File: src/rtl/riscv_pkg.sv
// Shared definitions for the branch resolution slice.
//  - FUNCT3_* : RV32I B-type funct3 encodings
//  - brState_e: branch_resolve FSM states (IDLE accepts, FLUSH kills younger work)
//  - isUnsignedCmp: funct3 selects an unsigned comparison (BLTU/BGEU)
package riscv_pkg;

  localparam logic [2:0] FUNCT3_BEQ  = 3'b000;
  localparam logic [2:0] FUNCT3_BNE  = 3'b001;
  localparam logic [2:0] FUNCT3_BLT  = 3'b100;
  localparam logic [2:0] FUNCT3_BGE  = 3'b101;
  localparam logic [2:0] FUNCT3_BLTU = 3'b110;
  localparam logic [2:0] FUNCT3_BGEU = 3'b111;

  typedef enum logic {
    IDLE  = 1'b0,
    FLUSH = 1'b1
  } brState_e;

  // Only the two unsigned branches have funct3[2:1] == 2'b11.
  function automatic logic isUnsignedCmp(input logic [2:0] funct3);
    return funct3[2] & funct3[1];
  endfunction

endpackage

File: src/rtl/branch_cond.sv
// Combinational branch condition decode.
// Ports:
//  funct3  in  3  B-type funct3
//  BrEq    in  1  comparator: in0 == in1
//  BrLT    in  1  comparator: in0 < in1 (signedness already chosen by BrUn)
//  taken   out 1  branch condition holds
//  illegal out 1  funct3 is not a branch encoding (010/011)
module branch_cond
  import riscv_pkg::*;
(
  input  logic [2:0] funct3,
  input  logic       BrEq,
  input  logic       BrLT,
  output logic       taken,
  output logic       illegal
);

  always_comb begin
    taken   = 1'b0;
    illegal = 1'b0;
    case (funct3)
      FUNCT3_BEQ:  taken = BrEq;
      FUNCT3_BNE:  taken = ~BrEq;
      FUNCT3_BLT:  taken = BrLT;
      FUNCT3_BGE:  taken = ~BrLT;
      FUNCT3_BLTU: taken = BrLT;
      FUNCT3_BGEU: taken = ~BrLT;
      default:     illegal = 1'b1;
    endcase
  end

endmodule

File: src/rtl/branch_resolve.sv
// Branch resolution: consumer side of the branch comparator.
// Drives BrUn, decides taken/not-taken from BrEq/BrLT, registers the PC-select
// decision and next PC, sequences a front-end flush after a taken branch and
// keeps saturating taken/total statistics.
// Ports:
//  clk, rst            clock (rising edge), synchronous active-high reset
//  br_valid/br_ready   request handshake
//  br_funct3/pc/imm    branch descriptor
//  BrUn                to comparator: 1 = unsigned compare (combinational)
//  BrEq, BrLT          from comparator, same cycle as the request
//  res_valid           one-cycle result strobe, cycle after accept
//  res_taken/target    decision and next PC (hold between results)
//  PCSel               res_valid & res_taken
//  flush               kill younger instructions (FLUSH state)
//  bad_funct           one-cycle pulse for an accepted illegal funct3
//  taken_cnt/total_cnt saturating statistics
//  dbgState            current FSM state
//
// Handshake: a request transfers on a rising edge where br_valid and br_ready
// are both 1; the requester holds br_valid and the descriptor stable until then,
// and br_ready never depends on br_valid.
module branch_resolve
  import riscv_pkg::*;
#(
  parameter int n            = 32,
  parameter int FLUSH_CYCLES = 2,
  parameter int CNT_W        = 16
) (
  input  logic             clk,
  input  logic             rst,
  input  logic             br_valid,
  output logic             br_ready,
  input  logic [2:0]       br_funct3,
  input  logic [n-1:0]     br_pc,
  input  logic [n-1:0]     br_imm,
  output logic             BrUn,
  input  logic             BrEq,
  input  logic             BrLT,
  output logic             res_valid,
  output logic             res_taken,
  output logic [n-1:0]     res_target,
  output logic             PCSel,
  output logic             flush,
  output logic             bad_funct,
  output logic [CNT_W-1:0] taken_cnt,
  output logic [CNT_W-1:0] total_cnt,
  output brState_e         dbgState
);

  localparam int CTR_W = (FLUSH_CYCLES > 1) ? $clog2(FLUSH_CYCLES) : 1;
  localparam logic [CTR_W-1:0] FLUSH_LOAD =
    (FLUSH_CYCLES > 0) ? CTR_W'(FLUSH_CYCLES - 1) : '0;

  brState_e         state, nextState;
  logic [CTR_W-1:0] flushCtr, nextFlushCtr;
  logic             accept;
  logic             condTaken;
  logic             condIllegal;
  logic [n-1:0]     nextTarget;

  branch_cond u_cond (
    .funct3  (br_funct3),
    .BrEq    (BrEq),
    .BrLT    (BrLT),
    .taken   (condTaken),
    .illegal (condIllegal)
  );

  assign BrUn       = isUnsignedCmp(br_funct3);
  assign br_ready   = (state == IDLE);
  assign flush      = (state == FLUSH);
  assign accept     = br_valid & br_ready;
  assign PCSel      = res_valid & res_taken;
  assign dbgState   = state;
  // Addition wraps naturally at 2^n.
  assign nextTarget = br_pc + (condTaken ? br_imm : n'(4));

  always_comb begin
    nextState    = state;
    nextFlushCtr = flushCtr;
    case (state)
      IDLE: begin
        if (accept && condTaken && (FLUSH_CYCLES > 0)) begin
          nextState    = FLUSH;
          nextFlushCtr = FLUSH_LOAD;
        end
      end
      FLUSH: begin
        // Counter holds the number of flush cycles still to follow this one.
        if (flushCtr == '0) begin
          nextState = IDLE;
        end else begin
          nextFlushCtr = flushCtr - CTR_W'(1);
        end
      end
      default: nextState = IDLE;
    endcase
  end

  always_ff @(posedge clk) begin
    if (rst) begin
      state      <= IDLE;
      flushCtr   <= '0;
      res_valid  <= 1'b0;
      res_taken  <= 1'b0;
      res_target <= '0;
      bad_funct  <= 1'b0;
      taken_cnt  <= '0;
      total_cnt  <= '0;
    end else begin
      state     <= nextState;
      flushCtr  <= nextFlushCtr;
      res_valid <= accept;
      bad_funct <= accept & condIllegal;
      if (accept) begin
        res_taken  <= condTaken;
        res_target <= nextTarget;
        if (total_cnt != '1) total_cnt <= total_cnt + CNT_W'(1);
        if (condTaken && (taken_cnt != '1)) taken_cnt <= taken_cnt + CNT_W'(1);
      end
    end
  end

endmodule

File: config.mk
export PLATFORM = sky130hd
export DESIGN_NAME = branch_resolve
export DESIGN_NICKNAME = d
export VERILOG_FILES = /design/src/rtl/riscv_pkg.sv /design/src/rtl/branch_cond.sv /design/src/rtl/branch_resolve.sv
export SDC_FILE = /design/constraint.sdc
export NUM_CORES = 1
export LEC_CHECK = 0
export CAP_MARGIN = 25
export CORE_UTILIZATION = 33
export DETAILED_ROUTE_END_ITERATION = 12
export PLACE_DENSITY = 0.62
export SLEW_MARGIN = 20
export SYNTH_ARGS = -nofsm -noshare
export SYNTH_HDL_FRONTEND = slang
export SYNTH_SLANG_ARGS = --single-unit
File: constraint.sdc
create_clock -name clk -period 5.1 [get_ports clk]
set_clock_uncertainty 0.2 [all_clocks]
set_input_delay 0.765 -clock clk [delete_from_list [all_inputs] [get_ports clk]]
set_output_delay 0.765 -clock clk [all_outputs]
set_load 0.02 [all_outputs]
==> results of run 1 <==
-- worst register-to-register path, cell delays in order (launching register included) --
cell and delay [ns]:
dfxtp_1 0.35, inv_1 0.11, nand2_1 0.53, nor2_1 0.64, nand4_1 0.18, xor2_1 0.16, nor2_1 0.05
-- cell usage after synthesis, types with 4 or more instances --
cell type	instances	area (um2)
a211oi_1	4	30.0
a21o_1	10	75.1
a21oi_1	56	280
a221oi_1	4	35.0
a31oi_1	5	31.3
and2_1	4	25.0
and3_1	14	87.6
and4_1	5	43.8
clkbuf_1	29	109
dfxtp_1	69	1380
ha_1	34	425
inv_1	10	37.5
nand2_1	82	308
nand2b_1	7	43.8
nand3_1	19	95.1
nand4_1	17	106
nor2_1	53	199
nor2b_1	33	206
nor3_1	8	40.0
o21ai_0	37	185
or3_1	8	50.1
xnor2_1	13	114
xor2_1	37	324
-- metrics by stage --
stage | std cells | hold slack, ns | setup slack, ns
5_1_grt | 917 | 0.276 | 0.632
3_5_place_dp | 900 | 0.244 | 0.451
2_1_floorplan | 608 | 0.237 | 1.08
3_3_place_gp | 900 | 0.242 | 0.505
4_1_cts | 916 | 0.252 | 0.785
6_report | 917 | 0.249 | 0.863
-- worst paths after layout --
path | start | cells past startpoint | to | slack (ns)
hold / removal | res_target[14]$_SDFFE_PP0P_ | 2 | res_target[14]$_SDFFE_PP0P_ | 0.25
hold reg to reg | res_target[14]$_SDFFE_PP0P_ | 2 | res_target[14]$_SDFFE_PP0P_ | 0.25
setup reg to reg | dbgState$_SDFF_PP0_ | 6 | total_cnt[12]$_SDFFE_PP0P_ | 2.75
setup / recovery | br_funct3[0] | 13 | res_target[27]$_SDFFE_PP0P_ | 0.86
-- metal layers --
layer	GRT usage	share of wire	wire length [um]
met5	0	0	0
met4	0.0494	0.012	160
met3	0.0250	0.043	582
met2	0.325	0.48	6560
met1	0.253	0.46	6340
-- area by class of cell --
cell class,instances,area share
inverters,10,0.00574
multi-input cells,499,0.475
well taps,176,0.0337
clock buffers,9,0.0344
clock inverters,7,0.0149
flip-flops and latches,69,0.211
repair buffers,147,0.225
-- sequential cells by signal (all words and copies together), names as in the netlist --
signal / flops
res_taken: 1
total_cnt: 16
taken_cnt: 16
res_valid: 1
dbgState: 1
bad_funct: 1
flushCtr: 1
res_target: 32
-- cells by family after synthesis --
group | count (synthesis) | share of synthesized area
and+or+nand+nor | 265 | 0.283
muxes | 1 | 0.00216
AOI/OAI and AO/OA | 148 | 0.194
buffers and inverters | 40 | 0.0332
adders and majority gates | 35 | 0.0960
xor gates and xnor gates | 50 | 0.0943
DFF | 69 | 0.298
-- power by group through the flow --
stage / clock network [uW] / registers (uW) / logic [uW]
2_1_floorplan: 0 / 644 / 260
3_3_place_gp: 0 / 609 / 498
3_5_place_dp: 0 / 610 / 501
4_1_cts: 692 / 598 / 503
5_1_grt: 715 / 601 / 551
6_report: 679 / 598 / 502
==> impl_metrics.json, run 1 <==
{
  "path_delay_family": "compound AO/OA/AOI/OAI gates",
  "postCtsHoldBufs": 0,
  "clockPowerShare": 0.382,
  "antenna_cells": 0,
  "start_util": 0.344,
  "async_flop_share": 0,
  "dpl_cell_area_um2": 6200,
  "grt_max_degree": 58,
  "die_area_um2": 14500,
  "rsz0062_at_grt": "false",
  "ant_nets": 0,
  "clkTransAtPathRegs_ns": 0.05,
  "yosysUniqueCellTypes": 52,
  "ys_ff_latch": 69,
  "endpoint_kind": "flip-flop",
  "path_cells": "clkdlybuf4s50_1 > xor2_1 > a22oi_2 > buf_4 > nor2b_1 > ha_1 > a21oi_1 > o21ai_0 > a221oi_1 > o21ai_1 > a211oi_1 > xor2_1 > o21ai_0",
  "dp_hpwl_um": 10700,
  "drt-pass1-iter-count": 4,
  "synth_warnings": 0,
  "ctsHtreeMaxLevel": 3,
  "slowest_stage": "clkdlybuf4s50_1",
  "relSlewSlack": 0.383,
  "post_cts.repair.setup_buffers": 0,
  "seq_power_share": 0.336,
  "drc": 0,
  "multi_input_area_um2": 3110,
  "critPathKind": "in -> reg",
  "period_needed_ns": 4.24,
  "die-width_um": 121,
  "cts_num_sinks": 69,
  "drv_cap": 0,
  "slowest_delay_ns": 0.45,
  "syn_area_um2": 4640,
  "final_cell_mix": "142 x clkdlybuf4s50_1, 82 x nand2_1, 69 x dfxtp_1",
  "switching_share": 0.306,
  "drtIter0Drc": 324,
  "numCtsBuffers": 9,
  "fillers": 1359,
  "seq_area_um2": 1380,
  "cp-start-kind": "input port",
  "cts-root-buf": "clkbuf_16",
  "overflow": 0,
  "coreArea_um2": 13500,
  "ir_drop_mv": 0.135,
  "grt.total_usage": 0.191,
  "p_switching_uw": 544,
  "worst_pin_slew_ns": 0.923,
  "grt_pass1_wl_um": 22100,
  "finalPower_uw": 1780,
  "portBuffers": 143,
  "fin_nets": 843,
  "hold_viol": 0,
  "final_area_um2": 6540,
  "layout_commonest_cell": "clkdlybuf4s50_1",
  "critical_path_required_ns": 5.09,
  "finalSetupViolations": 0,
  "synth-edff-count": 0,
  "crit_buf_inv": 2,
  "place_congestion": 0.894,
  "antenna_found_initial": 0,
  "critPathArrivalTime_ns": 4.23,
  "final_util": 0.484,
  "cts_buffer_depth": 2,
  "die_h_um": 121,
  "vias": 4773,
  "worst_hold_path_type": "reg -> reg",
  "status": "complete, no violations",
  "max_freq_ghz": 0.236,
  "min_period_over_period": 0.831,
  "slew_viol_final": 0,
  "ys_seq_area_frac": 0.298,
  "post_cts_resized": 0,
  "syn_avg_cell_area_um2": 7.63,
  "insertion_delay_ns": 0.33,
  "boundaryPins": 144,
  "synth-main-ff-cell": "dfxtp_1",
  "via_per_inst": 5.21,
  "leakage_uw": 0.00253,
  "cp_max_fo": 21,
  "cts_tree": "done",
  "p_int_uw": 1230,
  "routed_wl_um": 13600,
  "setup_tns_ns": 0,
  "syn-num-nets": 715,
  "syn_inst": 608,
  "area_delta_synth_final_pct": 40.9,
  "wire_per_inst_um": 14.9,
  "power.share.combinational": 0.282,
  "cellPowerDensity_nw_per_um2": 272,
  "grt_pass1_vias": 4455,
  "drive_gt1_frac": 0.0391,
  "num_rows": 42
}
Note: power is estimated with default switching activity, not from simulation.
==> inputs of run 2 (changes only) <==
--- a/config.mk
+++ b/config.mk
@@ -8,7 +8,7 @@
 export CAP_MARGIN = 25
 export CORE_UTILIZATION = 33
 export DETAILED_ROUTE_END_ITERATION = 12
-export PLACE_DENSITY = 0.62
+export PLACE_DENSITY = 0.64
 export SLEW_MARGIN = 20
 export SYNTH_ARGS = -nofsm -noshare
 export SYNTH_HDL_FRONTEND = slang
==> constraint.sdc (replaced) <==
create_clock -name clk -period 3.5 [get_ports clk]
set_clock_uncertainty 0.2 [all_clocks]
set_input_delay 0.525 -clock clk [delete_from_list [all_inputs] [get_ports clk]]
set_output_delay 0.525 -clock clk [all_outputs]
set_load 0.02 [all_outputs]
==> run 2 against run 1 <==
  * Hold slack got worse by 0.026 ns
  * Critical path type unchanged
  * Via count rose by 7.1%
  * Critical path depth rose by 1
  * Sequential share of layout area fell by 2.4 points
  * Register-to-register slack got worse by 1.4 ns
  * Clock power rose by 45%
  * Critical endpoint is now res_target[18]$_SDFFE_PP0P_
  * First-iteration DRC count rose by 5.9%
==> impl_metrics.json, run 2 (same netlist as run 1, synthesis figures left out) <==
{
  "status": "complete, no violations",
  "die_h_um": 121,
  "coreArea_um2": 13500,
  "worst_pin_slew_ns": 0.899,
  "instances_no_fill": 1018,
  "grt_max_degree": 54,
  "drive_gt1_frac": 0.171,
  "switching_share": 0.301,
  "hold_path_startpoint": "rst",
  "grt.total_usage": 0.200,
  "drv_cap": 0,
  "grt_pass1_vias": 4965,
  "dp_hpwl_um": 11400,
  "power.share.combinational": 0.326,
  "area_delta_synth_final_pct": 58.6,
  "portBuffers": 143,
  "max_freq_ghz": 0.295,
  "rr_endpoint": "taken_cnt[12]$_SDFFE_PP0P_",
  "slew_viol_final": 0,
  "antenna_found_initial": 0,
  "start_util": 0.344,
  "worst_hold_path_type": "in -> reg",
  "numCtsBuffers": 9,
  "antenna_cells": 0,
  "rrSetupSlack_ns": 1.33,
  "top_regs": "res_target x32, taken_cnt x16, total_cnt x16",
  "post-place-ws_ns": -0.635,
  "cp_max_fo": 6,
  "critical_path_required_ns": 3.52,
  "ir_drop_mv": 0.261,
  "worst-r2r-cell-count": 6,
  "min_period_over_period": 0.970,
  "cts_tree": "done",
  "overflow": 0,
  "drtIter0Drc": 343,
  "wire_per_inst_um": 14.0,
  "routed_wl_um": 14200,
  "endpoint_kind": "flip-flop",
  "timing.rr.start": "taken_cnt[0]$_SDFFE_PP0P_",
  "drt-pass1-iter-count": 4,
  "clkTransAtPathRegs_ns": 0.06,
  "clockPowerShare": 0.357,
  "ant_nets": 0,
  "relSlewSlack": 0.398,
  "die_area_um2": 14500,
  "insertion_delay_ns": 0.34,
  "cts_buffer_depth": 2,
  "worstHoldPathCells": 2,
  "dp.cells": 998,
  "hold_end": "res_target[20]$_SDFFE_PP0P_",
  "p_switching_uw": 827,
  "setup_ws_ns": 0.107,
  "num_rows": 42,
  "grt_pass1_wl_um": 23400,
  "top_register": "res_target",
  "final_util": 0.545,
  "finalSetupViolations": 0,
  "cp-start-kind": "input port",
  "period_needed_ns": 3.39,
  "seq_power_share": 0.317,
  "place_congestion": 0.843,
  "ctsHtreeMaxLevel": 3,
  "via_per_inst": 5.02,
  "hold_viol": 0,
  "final_cell_mix": "137 x clkdlybuf4s50_1, 102 x buf_4, 82 x nand2_1",
  "cts-root-buf": "clkbuf_16",
  "largest_reg_flops": 32,
  "die-width_um": 121,
  "critPathKind": "in -> reg",
  "cts_num_sinks": 69,
  "leakage_uw": 0.00303,
  "fin_nets": 944,
  "layout_commonest_cell": "clkdlybuf4s50_1",
  "p_int_uw": 1930,
  "cellPowerDensity_nw_per_um2": 374,
  "whs_ns": 0.223,
  "drc": 0,
  "vias": 5113,
  "critPathArrivalTime_ns": 3.41,
  "boundaryPins": 144
}
[run 2: cell types whose count changed in the layout (fill, tap and decap cells not counted), sizes merged]
cell / delta
buf: +101
clkdlybuf4s15: +1
clkdlybuf4s50: -5
clkinv: +1
inv: -1
dlygate4sd2: +4
[run 2: metrics by stage]
stage / total power (uW) / setup TNS [ns] / instance area, um2
6_report: 2750 / 0 / 7360
5_1_grt: 2890 / -0.00179 / 7360
4_1_cts: 2760 / 0 / 7280
3_5_place_dp: 1770 / -11.70 / 6940
3_3_place_gp: 1750 / -11.25 / 6940
2_1_floorplan: 1320 / -0.0878 / 4650
[run 2: layout make-up]
class / count / area, um2
Fill cell: 1280 / 6140
Multi-Input combinational cell: 499 / 3180
Timing Repair Buffer: 248 / 2220
Sequential cell: 69 / 1380
Clock buffer: 9 / 225
Tap cell: 176 / 220
Clock inverter: 7 / 97.6
Inverter: 10 / 37.5
[run 2: routing by layer]
layer  up-vias  GRT usage  wire length (um)
met5         -          0                 0
met4         0     0.0856               250
met3        21     0.0208               530
met2       132      0.339              6740
met1      2346      0.256              6700
li1       2614          -                 -
[run 2: power groups by stage]
stage | Sequential, uW | Combinational (uW) | Clock (uW)
2_1_floorplan | 939 | 382 | 0
4_1_cts | 873 | 883 | 1000
6_report | 872 | 898 | 983
3_3_place_gp | 888 | 867 | 0
5_1_grt | 878 | 980 | 1030
3_5_place_dp | 890 | 875 | 0
[run 2: timing repair]
item                                    CTS  global route
endpoints found under the setup margin   22            18
gates resized for setup                   9            17
setup buffers                             2             2
hold buffers                              0             0
pin swaps                                 7             9
[run 2: how the worst max path moves through the flow]
stage	start	to	slack [ns]	depth (start not counted)
final	BrLT	res_target[18]$_SDFFE_PP0P_	0.11	14
after global routing	BrLT	res_target[18]$_SDFFE_PP0P_	-0.002	14
after floorplan	br_funct3[0]	res_target[18]$_SDFFE_PP0P_	-0.09	13
after CTS	br_funct3[0]	res_target[18]$_SDFFE_PP0P_	0.002	14
after global placement	br_funct3[0]	res_target[18]$_SDFFE_PP0P_	-0.62	13
after detailed placement	br_funct3[0]	res_target[18]$_SDFFE_PP0P_	-0.64	13
[run 2: critical path, stage by stage]
cell and delay (ns):
dlygate4sd2_1 0.24, xor2_1 0.14, a22oi_2 0.16, buf_6 0.15, nor2b_1 0.05, ha_2 0.18
fa_2 0.35, a21o_1 0.20, a221o_2 0.38, and3_4 0.18, or3_4 0.34, a211o_1 0.31
xnor2_1 0.14, o21ai_1 0.07
